$ cat src/rtl/pwm_pkg.sv
// Shared definitions for the multi-channel PWM block.
package pwm_pkg;

  // Counting mode of the shared period counter
  typedef enum logic {
    MODE_EDGE   = 1'b0,
    MODE_CENTER = 1'b1
  } pwm_mode_e;

  // Supported parameter ranges
  localparam int unsigned CHANNELS_MIN = 1;
  localparam int unsigned CHANNELS_MAX = 16;
  localparam int unsigned WIDTH_MIN    = 2;
  localparam int unsigned WIDTH_MAX    = 16;

endpackage

$ cat src/rtl/pwm_prescaler.sv
// Clock prescaler: emits one tick every prescale+1 enabled clk cycles.
module pwm_prescaler
  import pwm_pkg::*;
#(
  parameter int unsigned PRE_WIDTH = 16
) (
  input  logic                 clk,
  input  logic                 rst,
  input  logic                 en,
  input  logic [PRE_WIDTH-1:0] prescale,
  output logic                 tick
);

  logic [PRE_WIDTH-1:0] r_pcnt;

  // Count 0..prescale; also folds back to 0 if prescale shrank below pcnt
  always_ff @(posedge clk or posedge rst) begin
    if (rst) begin
      r_pcnt <= '0;
    end else if (!en || (r_pcnt >= prescale)) begin
      r_pcnt <= '0;
    end else begin
      r_pcnt <= r_pcnt + PRE_WIDTH'(1);
    end
  end

  assign tick = en && (r_pcnt == prescale);

endmodule

$ cat src/rtl/pwm_multi.sv
// Multi-channel PWM: shared edge/center counter, shadowed period/duty/pol.
module pwm_multi
  import pwm_pkg::*;
#(
  parameter int unsigned CHANNELS  = 4,
  parameter int unsigned WIDTH     = 8,
  parameter int unsigned PRE_WIDTH = 16
) (
  input  logic                      clk,
  input  logic                      rst,
  input  logic                      en,
  input  logic [PRE_WIDTH-1:0]      prescale,
  input  logic [WIDTH-1:0]          period,
  input  logic [CHANNELS*WIDTH-1:0] duty,
  input  logic                      center,
  input  logic [CHANNELS-1:0]       pol,
  input  logic                      upd,
  output logic [CHANNELS-1:0]       pwm_out,
  output logic                      cycle_end,
  output logic                      upd_pending
);

  logic                      w_tick;
  logic                      w_boundary;
  logic                      w_apply;
  logic [WIDTH-1:0]          w_cnt_inc;
  logic [WIDTH-1:0]          w_cnt_dec;
  logic [CHANNELS-1:0]       w_raw;

  logic [WIDTH-1:0]          r_cnt;
  logic                      r_dir_down;

  logic [WIDTH-1:0]          r_period_a;
  logic [CHANNELS*WIDTH-1:0] r_duty_a;
  pwm_mode_e                 r_mode_a;
  logic [CHANNELS-1:0]       r_pol_a;

  logic [WIDTH-1:0]          r_period_s;
  logic [CHANNELS*WIDTH-1:0] r_duty_s;
  pwm_mode_e                 r_mode_s;
  logic [CHANNELS-1:0]       r_pol_s;
  logic                      r_pending;

  logic [CHANNELS-1:0]       r_pwm;
  logic                      r_cycle_end;

  pwm_prescaler #(
    .PRE_WIDTH (PRE_WIDTH)
  ) u_prescaler (
    .clk      (clk),
    .rst      (rst),
    .en       (en),
    .prescale (prescale),
    .tick     (w_tick)
  );

  assign w_cnt_inc = r_cnt + WIDTH'(1);
  assign w_cnt_dec = r_cnt - WIDTH'(1);

  // Period boundary: the tick that returns cnt to its start value
  assign w_boundary = w_tick &&
                      ((r_mode_a == MODE_CENTER)
                         ? ((r_period_a == '0) || (r_dir_down && (r_cnt == WIDTH'(1))))
                         : (r_cnt == r_period_a));

  // Shadow moves to active at a boundary, or immediately while disabled
  assign w_apply = r_pending && (w_boundary || !en);

  // Shared period counter with up/down direction for center mode
  always_ff @(posedge clk or posedge rst) begin
    if (rst) begin
      r_cnt      <= '0;
      r_dir_down <= 1'b0;
    end else if (!en || w_apply) begin
      r_cnt      <= '0;
      r_dir_down <= 1'b0;
    end else if (w_tick) begin
      if (r_mode_a == MODE_EDGE) begin
        r_cnt      <= (r_cnt == r_period_a) ? '0 : w_cnt_inc;
        r_dir_down <= 1'b0;
      end else if (w_boundary) begin
        r_cnt      <= '0;
        r_dir_down <= 1'b0;
      end else if (!r_dir_down) begin
        r_cnt      <= w_cnt_inc;
        r_dir_down <= (w_cnt_inc == r_period_a);
      end else begin
        r_cnt      <= w_cnt_dec;
      end
    end
  end

  // Shadow capture on upd, shadow-to-active transfer on apply
  always_ff @(posedge clk or posedge rst) begin
    if (rst) begin
      r_period_s <= '0;
      r_duty_s   <= '0;
      r_mode_s   <= MODE_EDGE;
      r_pol_s    <= '0;
      r_period_a <= '0;
      r_duty_a   <= '0;
      r_mode_a   <= MODE_EDGE;
      r_pol_a    <= '0;
      r_pending  <= 1'b0;
    end else begin
      if (w_apply) begin
        r_period_a <= r_period_s;
        r_duty_a   <= r_duty_s;
        r_mode_a   <= r_mode_s;
        r_pol_a    <= r_pol_s;
      end
      if (upd) begin
        r_period_s <= period;
        r_duty_s   <= duty;
        r_mode_s   <= center ? MODE_CENTER : MODE_EDGE;
        r_pol_s    <= pol;
        r_pending  <= 1'b1;
      end else if (w_apply) begin
        r_pending  <= 1'b0;
      end
    end
  end

  // Per-channel compare against the shared counter
  for (genvar g = 0; g < CHANNELS; g++) begin : g_cmp
    assign w_raw[g] = (r_cnt < r_duty_a[g*WIDTH +: WIDTH]);
  end

  // Registered outputs; idle level is the active polarity
  always_ff @(posedge clk or posedge rst) begin
    if (rst) begin
      r_pwm       <= '0;
      r_cycle_end <= 1'b0;
    end else begin
      r_pwm       <= en ? (w_raw ^ r_pol_a) : r_pol_a;
      r_cycle_end <= w_boundary;
    end
  end

  assign pwm_out     = r_pwm;
  assign cycle_end   = r_cycle_end;
  assign upd_pending = r_pending;

endmodule
$ cat config.mk
export PLATFORM = sky130hd
export DESIGN_NAME = pwm_multi
export DESIGN_NICKNAME = d
export VERILOG_FILES = /design/src/rtl/pwm_pkg.sv /design/src/rtl/pwm_prescaler.sv /design/src/rtl/pwm_multi.sv
export SDC_FILE = /design/constraint.sdc
export NUM_CORES = 1
export LEC_CHECK = 0
export ABC_CLOCK_PERIOD_IN_PS = 4850
export CAP_MARGIN = 20
export CELL_PAD_IN_SITES_DETAIL_PLACEMENT = 1
export CELL_PAD_IN_SITES_GLOBAL_PLACEMENT = 2
export CORE_ASPECT_RATIO = 0.9
export CORE_MARGIN = 4
export CORE_UTILIZATION = 39
export CTS_BUF_LIST = sky130_fd_sc_hd__clkbuf_16
export CTS_CLUSTER_SIZE = 8
export DETAILED_ROUTE_END_ITERATION = 10
export PLACE_DENSITY_LB_ADDON = 0.1
export SETUP_SLACK_MARGIN = 0.4
export SYNTH_ARGS = -nofsm -noshare
export SYNTH_HDL_FRONTEND = slang
export SYNTH_HIERARCHICAL = 1
export SYNTH_SLANG_ARGS = --single-unit
$ cat constraint.sdc
create_clock -name clk -period 4.85 [get_ports clk]
set_input_delay 0.97 -clock clk [delete_from_list [all_inputs] [get_ports clk]]
set_output_delay 0.97 -clock clk [all_outputs]
set_load 0.005 [all_outputs]
-- Word level (Yosys, flattened, before mapping)
Cells that the tools add are included.
- output and inout port bits: 6
- bits of input ports: 65
- register bits after elaboration: 121
- logic and storage cells: 56
- $lt $le $gt $ge: 5
- muxes and demuxes: 17
- reduce and logical (&&, ||, !) cells: 12
- add/sub/neg operators: 3
- bitwise logic cells: 1
- equality and inequality tests: 4
- operator list (operator ; number):
    8-bit two-way mux ; 6
    8-bit < comparator ; 4
    16-bit by 1-bit adder with 16-bit output (second input constant) ; 1
    16-bit equality test ; 1
    8-bit equality test ; 2
    16-bit greater-or-equal comparator ; 1
    16-bit two-way mux ; 1
    1-bit two-way mux ; 9
    8-bit by 1-bit adder with 8-bit output (second input constant) ; 1
    8-bit by 1-bit equality test with 1-bit output (second input constant) ; 1
    8-bit logical NOT ; 1
    8-bit by 1-bit subtractor with 8-bit output (second input constant) ; 1
    1-bit logical AND ; 4
    1-bit logical OR ; 4
    4-bit two-way mux ; 1
    2-bit nonzero test ; 2
    4-bit XOR ; 1
    1-bit logical NOT ; 1

-- Depth between registers and ports, before layout
- word-level depth: 9
- depth in mapped cells: 11
- mapped depth without buffers: 10

-- Modules after synthesis
The synthesis kept the hierarchy.
- by module, submodules not included (module ; seq. area each (µm²) ; area each (µm²) ; instances ; cells an instance):
    pwm_multi ; 2627.5 ; 5489.0 ; 1 ; 443
    pwm_prescaler ; 400.4 ; 1303.8 ; 1 ; 137

-- Worst setup path after synthesis
Ideal clock, no wire load.
- path kind: input to register
- start: input prescale[14]
- end: register r_duty_a[0]
- path slack: 1875 ps
- arrival: 2850 ps
- data required time: 4725 ps
- setup time: 125 ps
- stages: 10
- path buffers: 2
- path through: inv_1 ha_1 nand4_1 nor2_1 and3_1 clkbuf_1 and3_4 o21ai_4 buf_6 mux2_4
- word-level cells in the longest chain between the ends: 5
- ends and longest elaborated chain (element ; line ; source):
    start, declared ; pwm_multi.sv:12 ; input logic [PRE_WIDTH-1:0] prescale,
    16-bit equality test ; pwm_prescaler.sv:27 ; assign tick = en && (r_pcnt == prescale);
    1-bit logical AND ; pwm_prescaler.sv:27 ;
    via w_tick ; pwm_multi.sv:23 ; logic w_tick;
    1-bit logical AND ; pwm_multi.sv:61 ; assign w_boundary = w_tick &&
    via w_boundary ; pwm_multi.sv:24 ; logic w_boundary;
    1-bit logical OR ; pwm_multi.sv:67 ; assign w_apply = r_pending && (w_boundary || !en);
    1-bit logical AND ; pwm_multi.sv:67 ;
    end signal, assigned ; pwm_multi.sv:108 ; r_duty_a <= r_duty_s;
    end, declared ; pwm_multi.sv:34 ; logic [CHANNELS*WIDTH-1:0] r_duty_a;
The timed path passes the listed nets, and every way through them passes these cells.
A chain may end at the register's enable or synchronous reset.

-- Final worst setup path
- start: input prescale[13]
- end: register r_duty_a[10]
The elaborated chain is that of the path after synthesis.

==> reports/results.ini <==
[synthesis]
synth_async_sr_flop_share_pct = 100
syn-instance-count = 580
synthTopCellsByCount = dfrtp_1, inv_1, mux2_2
synth_edf_count = 0
yosys-top-cells-area = dfrtp_1, ha_1, mux2_4
synth_cell_types = 63
yosys.area.top_type = dfrtp_1
syn_area_um2 = 6790
synth.most_common_cell = dfrtp_1
yosysSeqAreaShare_pct = 44.6
ys.flop_type = dfrtp_1
yosys_warnings = 6
avgSynthCellArea_um2 = 11.7
synth_fp_nets = 693
synth_top_area_share_pct = 44.6
synth-seq-cells = 121

[cts]
cts_sinks = 121
clockBufferDepth = 2
tritoncts = built
htree_levels = 4
cts_hold_buffers = 0
cts_buffers = 17
postCtsSetupRepairBufs = 0
clock-root-buffer = clkbuf_16
insertion_delay_ns = 0.42
clk_pin_slew_ns = 0.06
postCtsResizedCells = 0

[worst_setup_path]
crit_path_end_kind = flop
rr_endpoint = r_duty_a[10]
crit_path_start_kind = input port
crit_path_end = r_duty_a[10]
worst_ep_required_time_ns = 5.15
ff2ff_path_depth = 7
critical_path.max_fanout = 26
path_class = in -> reg
r2r-start = r_cnt[3]
worstSetupStartpoint = prescale[13]
ff2ff_setup_slack_ns = 1.35
critical_path_arrival_ns = 4.02

[job]
cap_violations = 0

[placed_design]
dp_hpwl_mm = 11.7
routabilityCongestion = 0.828
placed_cells = 866
io_buffers = 70

[sta]
fin_setup_tns_ns = 0
min_period_ns = 3.72
clock.fmax_mhz = 269
skew_ns = 0.00815
final_max_slew_viol_count = 0
rsz0062_at_grt = false
fin_hold_ws_ns = 0.478
hold_viol_final = 0
setup_viol = 0
fin_crit_sh_pct = 76.7
relSlewSlack_pct = 29.3
worst_pin_slew_ns = 1.06

[pwr]
power_density_nw_per_um2 = 351
p_comb_share_pct = 15.2
power.share.sequential_pct = 41.9
swShare_pct = 27.1
clkPwrFrac_pct = 42.9
p_sw_uw = 789
fin_total_pwr_mw = 2.92
internal-power_mw = 2.13
p_leak_nw = 3.78
ir_drop_mv = 0.230

[final_layout]
finalNonFillerCells = 900
diodes = 0
drive_gt1_share_pct = 21.8
fin_nets = 765
area_growth_pct = 22.3
finish.utilization_pct = 48.9

[die]
pin_count = 71
start_util_pct = 39.9
die_area_um2 = 19600
fp.coreArea_um2 = 17000
rows = 45
die_w_um = 147
die_y_um = 133

[route]
wirelength_mm = 16.7
ant_nets = 0
drc_errors = 0
drtPass1Iterations = 4
via_per_inst = 5.21
drt_iter0_drc = 256
wire_per_inst_um = 18.5
vias = 4689

[grt]
antenna_found_initial = 0
gr-usage-all-layers_pct = 17.9
grt_pass1_wl_mm = 28.1
grt_max_degree = 81
grt_pass1_vias = 5245
grt-ovfl-total = 0

[status]
outcome = complete, no violations

[worst_hold_path]
whs_path_depth = 1
hold_path.class = reg -> reg

## per-stage QoR
| stage | instance area [um^2] | setup slack (ns) |
|---|---|---|
| 2_1_floorplan | 6790 | 1.12 |
| 3_3_place_gp | 7680 | 0.804 |
| 3_5_place_dp | 7680 | 0.656 |
| 4_1_cts | 8260 | 1.11 |
| 5_1_grt | 8310 | 0.974 |
| 6_report | 8310 | 1.13 |
## layer usage
layer  vias up  wire length, um  track usage (%)
met5         -                0                0
met4         0              136             3.99
met3        11              719             4.42
met2        95             7990             29.1
met1      2350             7810             24.4
li1       2233                -                -
## power by group through the flow
stage	Combinational, mW	Sequential [mW]	Clock [mW]
after floorplan	0.312	1.21	0
after global routing	0.493	1.24	1.33
after global placement	0.422	1.24	0
after detailed placement	0.444	1.24	0
after CTS	0.447	1.23	1.28
final	0.442	1.22	1.25
## layout by cell type (no fill, tap or decap), drive strengths merged, types with 4 or more instances in the layout
cell type	instances
a21o	9
dfrtp	121
a2111oi	4
buf	7
nand2b	7
nor3	9
o21a	7
o21ai	16
clkbuf	17
nand4b	4
and2	4
a211oi	9
nor4	21
ha	48
xor2	10
xnor2	24
nand2	19
nand3	17
inv	67
mux2	88
nand4	10
nor2	16
clkdlybuf4s50	69
a21oi	15
## final cells by class
cell class	count	area (um^2)
clock buffer	17	425
fill	1818	8690
multi-input combinational	378	3400
tap	235	294
clock inverter	15	158
sequential	121	3030
timing repair buffer	76	786
inverter	58	220
## cell families after synthesis
kind of cell / count (synthesis) / synth area share [%]
AOI/OAI and AO/OA: 89 / 9.69
xor gates and xnor gates: 34 / 4.38
adders and majority gates: 48 / 8.84
buffers and inverters: 81 / 5.38
DFF: 121 / 44.6
muxes: 88 / 16.7
and+or+nand+nor: 119 / 10.4
## how the worst min path moves through the flow
stage / startpoint / to / slack [ns]
2_1_floorplan: r_pol_a[0] / pwm_out[0] / 0.44
3_5_place_dp: r_pol_a[3] / pwm_out[3] / 0.46
5_1_grt: r_pol_a[3] / pwm_out[3] / 0.50
4_1_cts: r_pol_a[3] / pwm_out[3] / 0.48
6_report: r_pol_a[3] / pwm_out[3] / 0.48
3_3_place_gp: r_pol_a[3] / pwm_out[3] / 0.46
## sequential cells by signal (all words and copies together) (netlist names)
register	flops
r_pol_a	4
cycle_end	1
r_pol_s	4
r_dir_down	1
r_duty_s	32
r_period_a	8
r_duty_a	32
r_mode_s	1
r_period_s	8
r_mode_a	1
u_prescaler/r_pcnt	16
upd_pending	1
pwm_out	4
r_cnt	8
## critical path, cell delays in order
cell             delay [ns]
clkdlybuf4s50_1        0.47
inv_1                  0.05
ha_1                   0.32
nand4_1                0.22
nor2_1                 0.11
and3_1                 0.20
and3_4                 0.17
o21ai_4                0.80
buf_12                 0.31
mux2_2                 0.37
Note: power is estimated with default switching activity, not from simulation.
